### src/rtl/joy_dir_resolver.sv
// -----------------------------------------------------------------------------
// joy_dir_resolver
//
// Per-player joystick direction conditioner. For every player the four
// direction bits {U,D,L,R} are synchronised, optionally debounced, and then
// opposing presses on each axis are resolved with a selectable SOCD policy.
// An optional 4-way restriction removes diagonals. A one-cycle strobe per
// player flags every change of the resolved output.
//
// Parameters:
//   PLAYERS   number of independent player channels (1..4)
//   DEBOUNCE  stable cycles required before a bit change is accepted (0 = off)
//   CNT_W     debounce counter width, DEBOUNCE < 2**CNT_W
//
// Ports:
//   clk_sys   in   system clock, rising edge
//   reset     in   synchronous active-high reset
//   mode      in   [1:0] SOCD policy: 0 last-wins, 1 neutral, 2 first-wins,
//                  3 passthrough
//   four_way  in   1 = suppress diagonals (ignored in passthrough)
//   dir_in    in   [4*PLAYERS-1:0] raw directions, player p at [4p+3:4p]
//                  = {U,D,L,R}, asynchronous
//   dir_out   out  [4*PLAYERS-1:0] resolved directions, registered
//   changed   out  [PLAYERS-1:0] one-cycle pulse when a player's dir_out moves
// -----------------------------------------------------------------------------
module joy_dir_resolver #(
    parameter int PLAYERS  = 2,
    parameter int DEBOUNCE = 0,
    parameter int CNT_W    = 8
) (
    input  logic                   clk_sys,
    input  logic                   reset,
    input  logic [1:0]             mode,
    input  logic                   four_way,
    input  logic [4*PLAYERS-1:0]   dir_in,
    output logic [4*PLAYERS-1:0]   dir_out,
    output logic [PLAYERS-1:0]     changed
);

    localparam int             NBITS   = 4 * PLAYERS;
    localparam logic [CNT_W-1:0] DEB_MAX = CNT_W'(DEBOUNCE);
    localparam logic           AXIS_H  = 1'b0;
    localparam logic           AXIS_V  = 1'b1;

    // Axis codes: 2'b10 means the "high" bit of the pair (L or U) wins,
    // 2'b01 means the "low" bit (R or D) wins.
    function automatic logic [1:0] last_update(
        input logic [1:0] cur,
        input logic       rise_hi,
        input logic       rise_lo
    );
        logic [1:0] res;
        res = cur;
        if (rise_hi) begin
            res = 2'b10;
        end else if (rise_lo) begin
            res = 2'b01;
        end
        return res;
    endfunction

    function automatic logic [1:0] first_update(
        input logic [1:0] cur,
        input logic       rise_hi,
        input logic       rise_lo,
        input logic       held_hi,
        input logic       held_lo
    );
        logic [1:0] res;
        res = cur;
        if (rise_hi && rise_lo) begin
            res = 2'b10;
        end else if (rise_hi && !held_lo) begin
            res = 2'b10;
        end else if (rise_lo && !held_hi) begin
            res = 2'b01;
        end
        return res;
    endfunction

    function automatic logic [1:0] resolve_axis(
        input logic [1:0] held,
        input logic [1:0] pol,
        input logic [1:0] last_code,
        input logic [1:0] first_code
    );
        logic [1:0] res;
        res = held;
        if (held == 2'b11) begin
            case (pol)
                2'd0:    res = last_code;
                2'd1:    res = 2'b00;
                2'd2:    res = first_code;
                default: res = 2'b11;
            endcase
        end
        return res;
    endfunction

    logic [NBITS-1:0]   sync0_reg;
    logic [NBITS-1:0]   sync1_reg;
    logic [NBITS-1:0]   stable_reg;
    logic [NBITS-1:0]   stable_next;
    logic [NBITS-1:0]   rise;
    logic [NBITS-1:0]   resolved;
    logic [NBITS-1:0]   dir_out_reg;
    logic [PLAYERS-1:0] changed_reg;
    logic [PLAYERS-1:0] changed_next;

    assign rise = stable_next & ~stable_reg;

    always_ff @(posedge clk_sys) begin
        if (reset) begin
            sync0_reg  <= '0;
            sync1_reg  <= '0;
            stable_reg <= '0;
        end else begin
            sync0_reg  <= dir_in;
            sync1_reg  <= sync0_reg;
            stable_reg <= stable_next;
        end
    end

    // Per-bit debounce: a differing sample must persist until the counter
    // reaches DEBOUNCE before it is accepted; any agreement restarts the count.
    genvar gb;
    generate
        for (gb = 0; gb < NBITS; gb++) begin : g_bit
            logic [CNT_W-1:0] cnt_reg;
            logic             differs;

            assign differs         = (sync1_reg[gb] != stable_reg[gb]);
            assign stable_next[gb] = (differs && (cnt_reg == DEB_MAX)) ?
                                     sync1_reg[gb] : stable_reg[gb];

            always_ff @(posedge clk_sys) begin
                if (reset) begin
                    cnt_reg <= '0;
                end else if (!differs) begin
                    cnt_reg <= '0;
                end else if (cnt_reg == DEB_MAX) begin
                    cnt_reg <= '0;
                end else begin
                    cnt_reg <= cnt_reg + CNT_W'(1);
                end
            end
        end
    endgenerate

    genvar gi;
    generate
        for (gi = 0; gi < PLAYERS; gi++) begin : g_player
            logic [3:0] s_cur;
            logic [3:0] s_nxt;
            logic [3:0] r_cur;
            logic [1:0] last_h_reg;
            logic [1:0] last_v_reg;
            logic [1:0] first_h_reg;
            logic [1:0] first_v_reg;
            logic       last_axis_reg;
            logic       last_axis_next;
            logic [1:0] res_h;
            logic [1:0] res_v;
            logic [3:0] res_dir;

            assign s_cur = stable_reg[4*gi +: 4];
            assign s_nxt = stable_next[4*gi +: 4];
            assign r_cur = rise[4*gi +: 4];

            // Horizontal uses {L,R} = bits [1:0]; vertical uses {U,D} = [3:2].
            // A horizontal rise dominates when both axes rise together.
            always_comb begin
                last_axis_next = last_axis_reg;
                if (|r_cur[1:0]) begin
                    last_axis_next = AXIS_H;
                end else if (|r_cur[3:2]) begin
                    last_axis_next = AXIS_V;
                end
            end

            always_ff @(posedge clk_sys) begin
                if (reset) begin
                    last_h_reg    <= 2'b00;
                    last_v_reg    <= 2'b00;
                    first_h_reg   <= 2'b00;
                    first_v_reg   <= 2'b00;
                    last_axis_reg <= AXIS_H;
                end else begin
                    last_h_reg    <= last_update(last_h_reg, r_cur[1], r_cur[0]);
                    last_v_reg    <= last_update(last_v_reg, r_cur[3], r_cur[2]);
                    first_h_reg   <= first_update(first_h_reg, r_cur[1], r_cur[0],
                                                  s_nxt[1], s_nxt[0]);
                    first_v_reg   <= first_update(first_v_reg, r_cur[3], r_cur[2],
                                                  s_nxt[3], s_nxt[2]);
                    last_axis_reg <= last_axis_next;
                end
            end

            // Resolution works from the registered stable state so the
            // output lands one edge after s.
            always_comb begin
                res_h = resolve_axis(s_cur[1:0], mode, last_h_reg, first_h_reg);
                res_v = resolve_axis(s_cur[3:2], mode, last_v_reg, first_v_reg);
                if (four_way && (mode != 2'd3) && (|res_h) && (|res_v)) begin
                    if (last_axis_reg == AXIS_V) begin
                        res_h = 2'b00;
                    end else begin
                        res_v = 2'b00;
                    end
                end
                res_dir = {res_v, res_h};
            end

            assign resolved[4*gi +: 4] = res_dir;
            assign changed_next[gi]    = (res_dir != dir_out_reg[4*gi +: 4]);
        end
    endgenerate

    always_ff @(posedge clk_sys) begin
        if (reset) begin
            dir_out_reg <= '0;
            changed_reg <= '0;
        end else begin
            dir_out_reg <= resolved;
            changed_reg <= changed_next;
        end
    end

    assign dir_out = dir_out_reg;
    assign changed = changed_reg;

endmodule

### config.mk
export PLATFORM = sky130hd
export DESIGN_NAME = joy_dir_resolver
export DESIGN_NICKNAME = d
export VERILOG_FILES = /design/src/rtl/joy_dir_resolver.sv
export SDC_FILE = /design/constraint.sdc
export NUM_CORES = 1
export LEC_CHECK = 0
export ABC_AREA = 1
export ABC_CLOCK_PERIOD_IN_PS = 1700
export CAP_MARGIN = 10
export CORE_ASPECT_RATIO = 0.9
export CORE_MARGIN = 3
export CORE_UTILIZATION = 45
export DETAILED_ROUTE_END_ITERATION = 10
export HOLD_SLACK_MARGIN = 0.06
export PLACE_DENSITY = 0.72
export SYNTH_ARGS = -nofsm -noshare
export SYNTH_HDL_FRONTEND = slang
export SYNTH_SLANG_ARGS = --single-unit
### constraint.sdc
create_clock -name clk_sys -period 1.7 [get_ports clk_sys]
set_input_delay 0.17 -clock clk_sys [delete_from_list [all_inputs] [get_ports clk_sys]]
set_output_delay 0.17 -clock clk_sys [all_outputs]
set_load 0.01 [all_outputs]
==> run metrics <==
Via Count=4464; gpl congestion=0.8457; Clk Latency, worst-skew pair=0.41 ns; status=finished clean; sequential area share after synthesis=0.4495; WS Path Type=flop to flop; Compound-Gate Fraction of Synth Area=0.07823; DR iter-0 viols=173; crit path DAT=1.99 ns; number of synthesized flops with an enable pin=0; antenna-violating nets left=0; share of cells above drive strength 1=0.1523; crit-path max FO=3; CP startpoint kind=flop; total CTS buffers=17; vias per cell=4.749; multiplexer area fraction after synthesis=0; worst vdd ir=0.7527 mV; initial antenna violation count=0; CTS Sinks=116; number of flip-flops under the largest register name=64; Max-Cap Viols=0; Post-Route Skew=0.006101 ns; Min-Delay Endpoint=sync1_reg[0]; Root Driver=clkbuf_16; fin util=0.5854; first-pass GRT wire length=17820 um; Syn Inst Count=709; largest family of logic cells by synthesized area=simple AND/OR/NAND/NOR gates; CTS tree=yes; CTS Hold Bufs=0; Final TNS setup=0 ns; Hold WS=0.1988 ns; RR Endpoint=g_player[1].first_h_reg[0]; prevailing post-synth register cell=dfxtp_1; max-slew violations=0; PwrDens=1006 nW/um2; Fin. Hold Viols=0; P&R area growth vs syn=25.04%; Total Die Area=12800 um2; fill cell count=955; pin count of the biggest net entering global routing=21; Post-Synth XOR/XNOR Area=0.006781; Adder-Cell Fraction of Synth Area=0.03875; CP max stage delay=0.33 ns; DR WL/cell=10.91 um; leakage power=2.681 nW; critical path cell sequence=inv_2 > ha_4 > inv_2 > nor4_4 > nand4_1 > nor3_2 > a21oi_1 > nor3b_1; CTS H-Tree Depth=4; IO Pins=23; synthesis-stage register bit count=116; post-synthesis simple-gate area fraction=0.3095; worst slack, placed=-0.3025 ns; slew of the pin with the lowest slew margin=0.4713 ns; final setup fails=0; Worst R2R Setup Slack=0.03 ns; Post-route DRC=0; mapped cell area=5166 um2; Clock transition at path regs=0.05 ns; Required @ worst endpoint=2.02 ns; Slew Limit Headroom=0.6858; Die Wd=118.9 um; Max Root-Sink Buffers=2; detailed-route wire length=10260 um; Synth area leader=dfxtp_1; # diodes=0; Synth area leaders=dfxtp_1 (45%), inv_1 (11%), nor2_1 (7.9%); worst reg2reg startpoint=g_bit[4].cnt_reg[0]; unrepaired setup endpoints after global routing=true; Top cell by count, worst path=inv_2; ys async rst share=0; Worst Slack Setup Final=0.03040 ns; initial core utilization=0.4681; final global-route overflow total=0; hold depth=2; CORE AREA=11040 um2; site row count=36; Hold Path Class=primary input to flop; post-synth cell types=36; 1st-pass router iterations=4; syn nets=738; Avg Inst Size Synth=7.287 um2; final worst-path cycle share=0.9821; CP max-delay cell=dfxtp_2; post-synth top area share=0.4495; half-perimeter wire length after placement=7138 um; Post-synth top cells=inv_1 (149), dfxtp_1 (116), nor2_1 (109); Final nets=804; Die Span Y=107.7 um; most numerous cell in the Yosys netlist=inv_1; Crit. End Element=flop; Hold Startpoint=reset; Overall Global Routing Usage=0.1702; Synth warnings=0; PortBufs=22; Worst Reg-to-Reg Cells=8; minimum clock period=1.670 ns; Max Freq=598.9 MHz; vias in the first global route=4309
logic make-up (layout without fill, tap and decap cells):
kind of cell,Yosys count,count (layout)
and+or+nand+nor,336,336
buffers and inverters,161,240
DFF,116,116
AOI/OAI and AO/OA,76,76
adders and majority gates,16,16
xor gates and xnor gates,4,4
final cells by class:
| class | count | area, um2 | share of cell area |
|---|---|---|---|
| tap | 152 | 190.2 | 0.02944 |
| timing repair buffer | 53 | 452.9 | 0.07011 |
| clock buffer | 19 | 442.9 | 0.06856 |
| multi-input combinational | 432 | 2326 | 0.3601 |
| inverter | 155 | 583.1 | 0.09026 |
| clock inverter | 13 | 135.1 | 0.02092 |
| sequential | 116 | 2330 | 0.3606 |
through the flow:
stage	total power, W	std cells	area, um2
floorplan	0.003000	709	5166
global placement	0.003104	901	5729
detailed placement	0.003109	901	5729
CTS	0.006549	933	6307
global route	0.006714	940	6460
finish	0.006496	940	6460
critical path, delay by kind of cell (launching register included):
kind,cells,cell delay (ns)
fa+ha+maj,1,0.12
simple gates,4,0.93
compound gates,1,0.10
buf+inv,2,0.11
flops,1,0.33
metal layers:
layer  part of all wire  up-vias  global-route usage  routed length, um
met5                  0        -                   0                  0
met4              0.012        0             0.07279                121
met3              0.038       13             0.03783                390
met2               0.49       55              0.3022               5013
met1               0.46     2026              0.1982               4733
li1                   -     2370                   -                  -
power by group:
group | internal, W | switching (W)
registers | 0.00277 | 0.0000331
clock network | 0.00218 | 0.00125
logic | 0.000116 | 0.000142
placed cells by master (no fill, tap or decap), types with 11 or more instances in the layout:
master,synthesis,final
a21oi_1,45,43
buf_4,0,31
clkbuf_16,0,17
clkdlybuf4s50_1,0,19
dfxtp_1,116,110
ha_1,16,15
inv_1,149,144
nand2_1,97,97
nand3_1,43,42
nand4_1,11,11
nor2_1,109,103
nor3_1,18,18
nor3b_1,19,18
o21ai_0,22,21
worst max path at each step:
stage / startpoint / end / cells past startpoint / slack (ns)
final: g_bit[4].cnt_reg[0] / g_player[1].first_h_reg[0] / 8 / 0.03
after global routing: g_bit[4].cnt_reg[0] / g_player[1].first_h_reg[0] / 8 / -0.12
after CTS: g_bit[2].cnt_reg[0] / g_bit[2].cnt_reg[5] / 9 / 0.01
after detailed placement: mode[1] / changed[1] / 13 / -0.30
after global placement: mode[1] / changed[0] / 13 / -0.19
after floorplan: g_bit[7].cnt_reg[0] / g_player[1].first_v_reg[0] / 7 / 0.23
repair_timing:
action / 4_1_cts / 5_1_grt
resized for setup: 0 / 33
setup buffers: 0 / 7
endpoints found under the setup margin: 0 / 30
(Power assumes the default switching activity.)
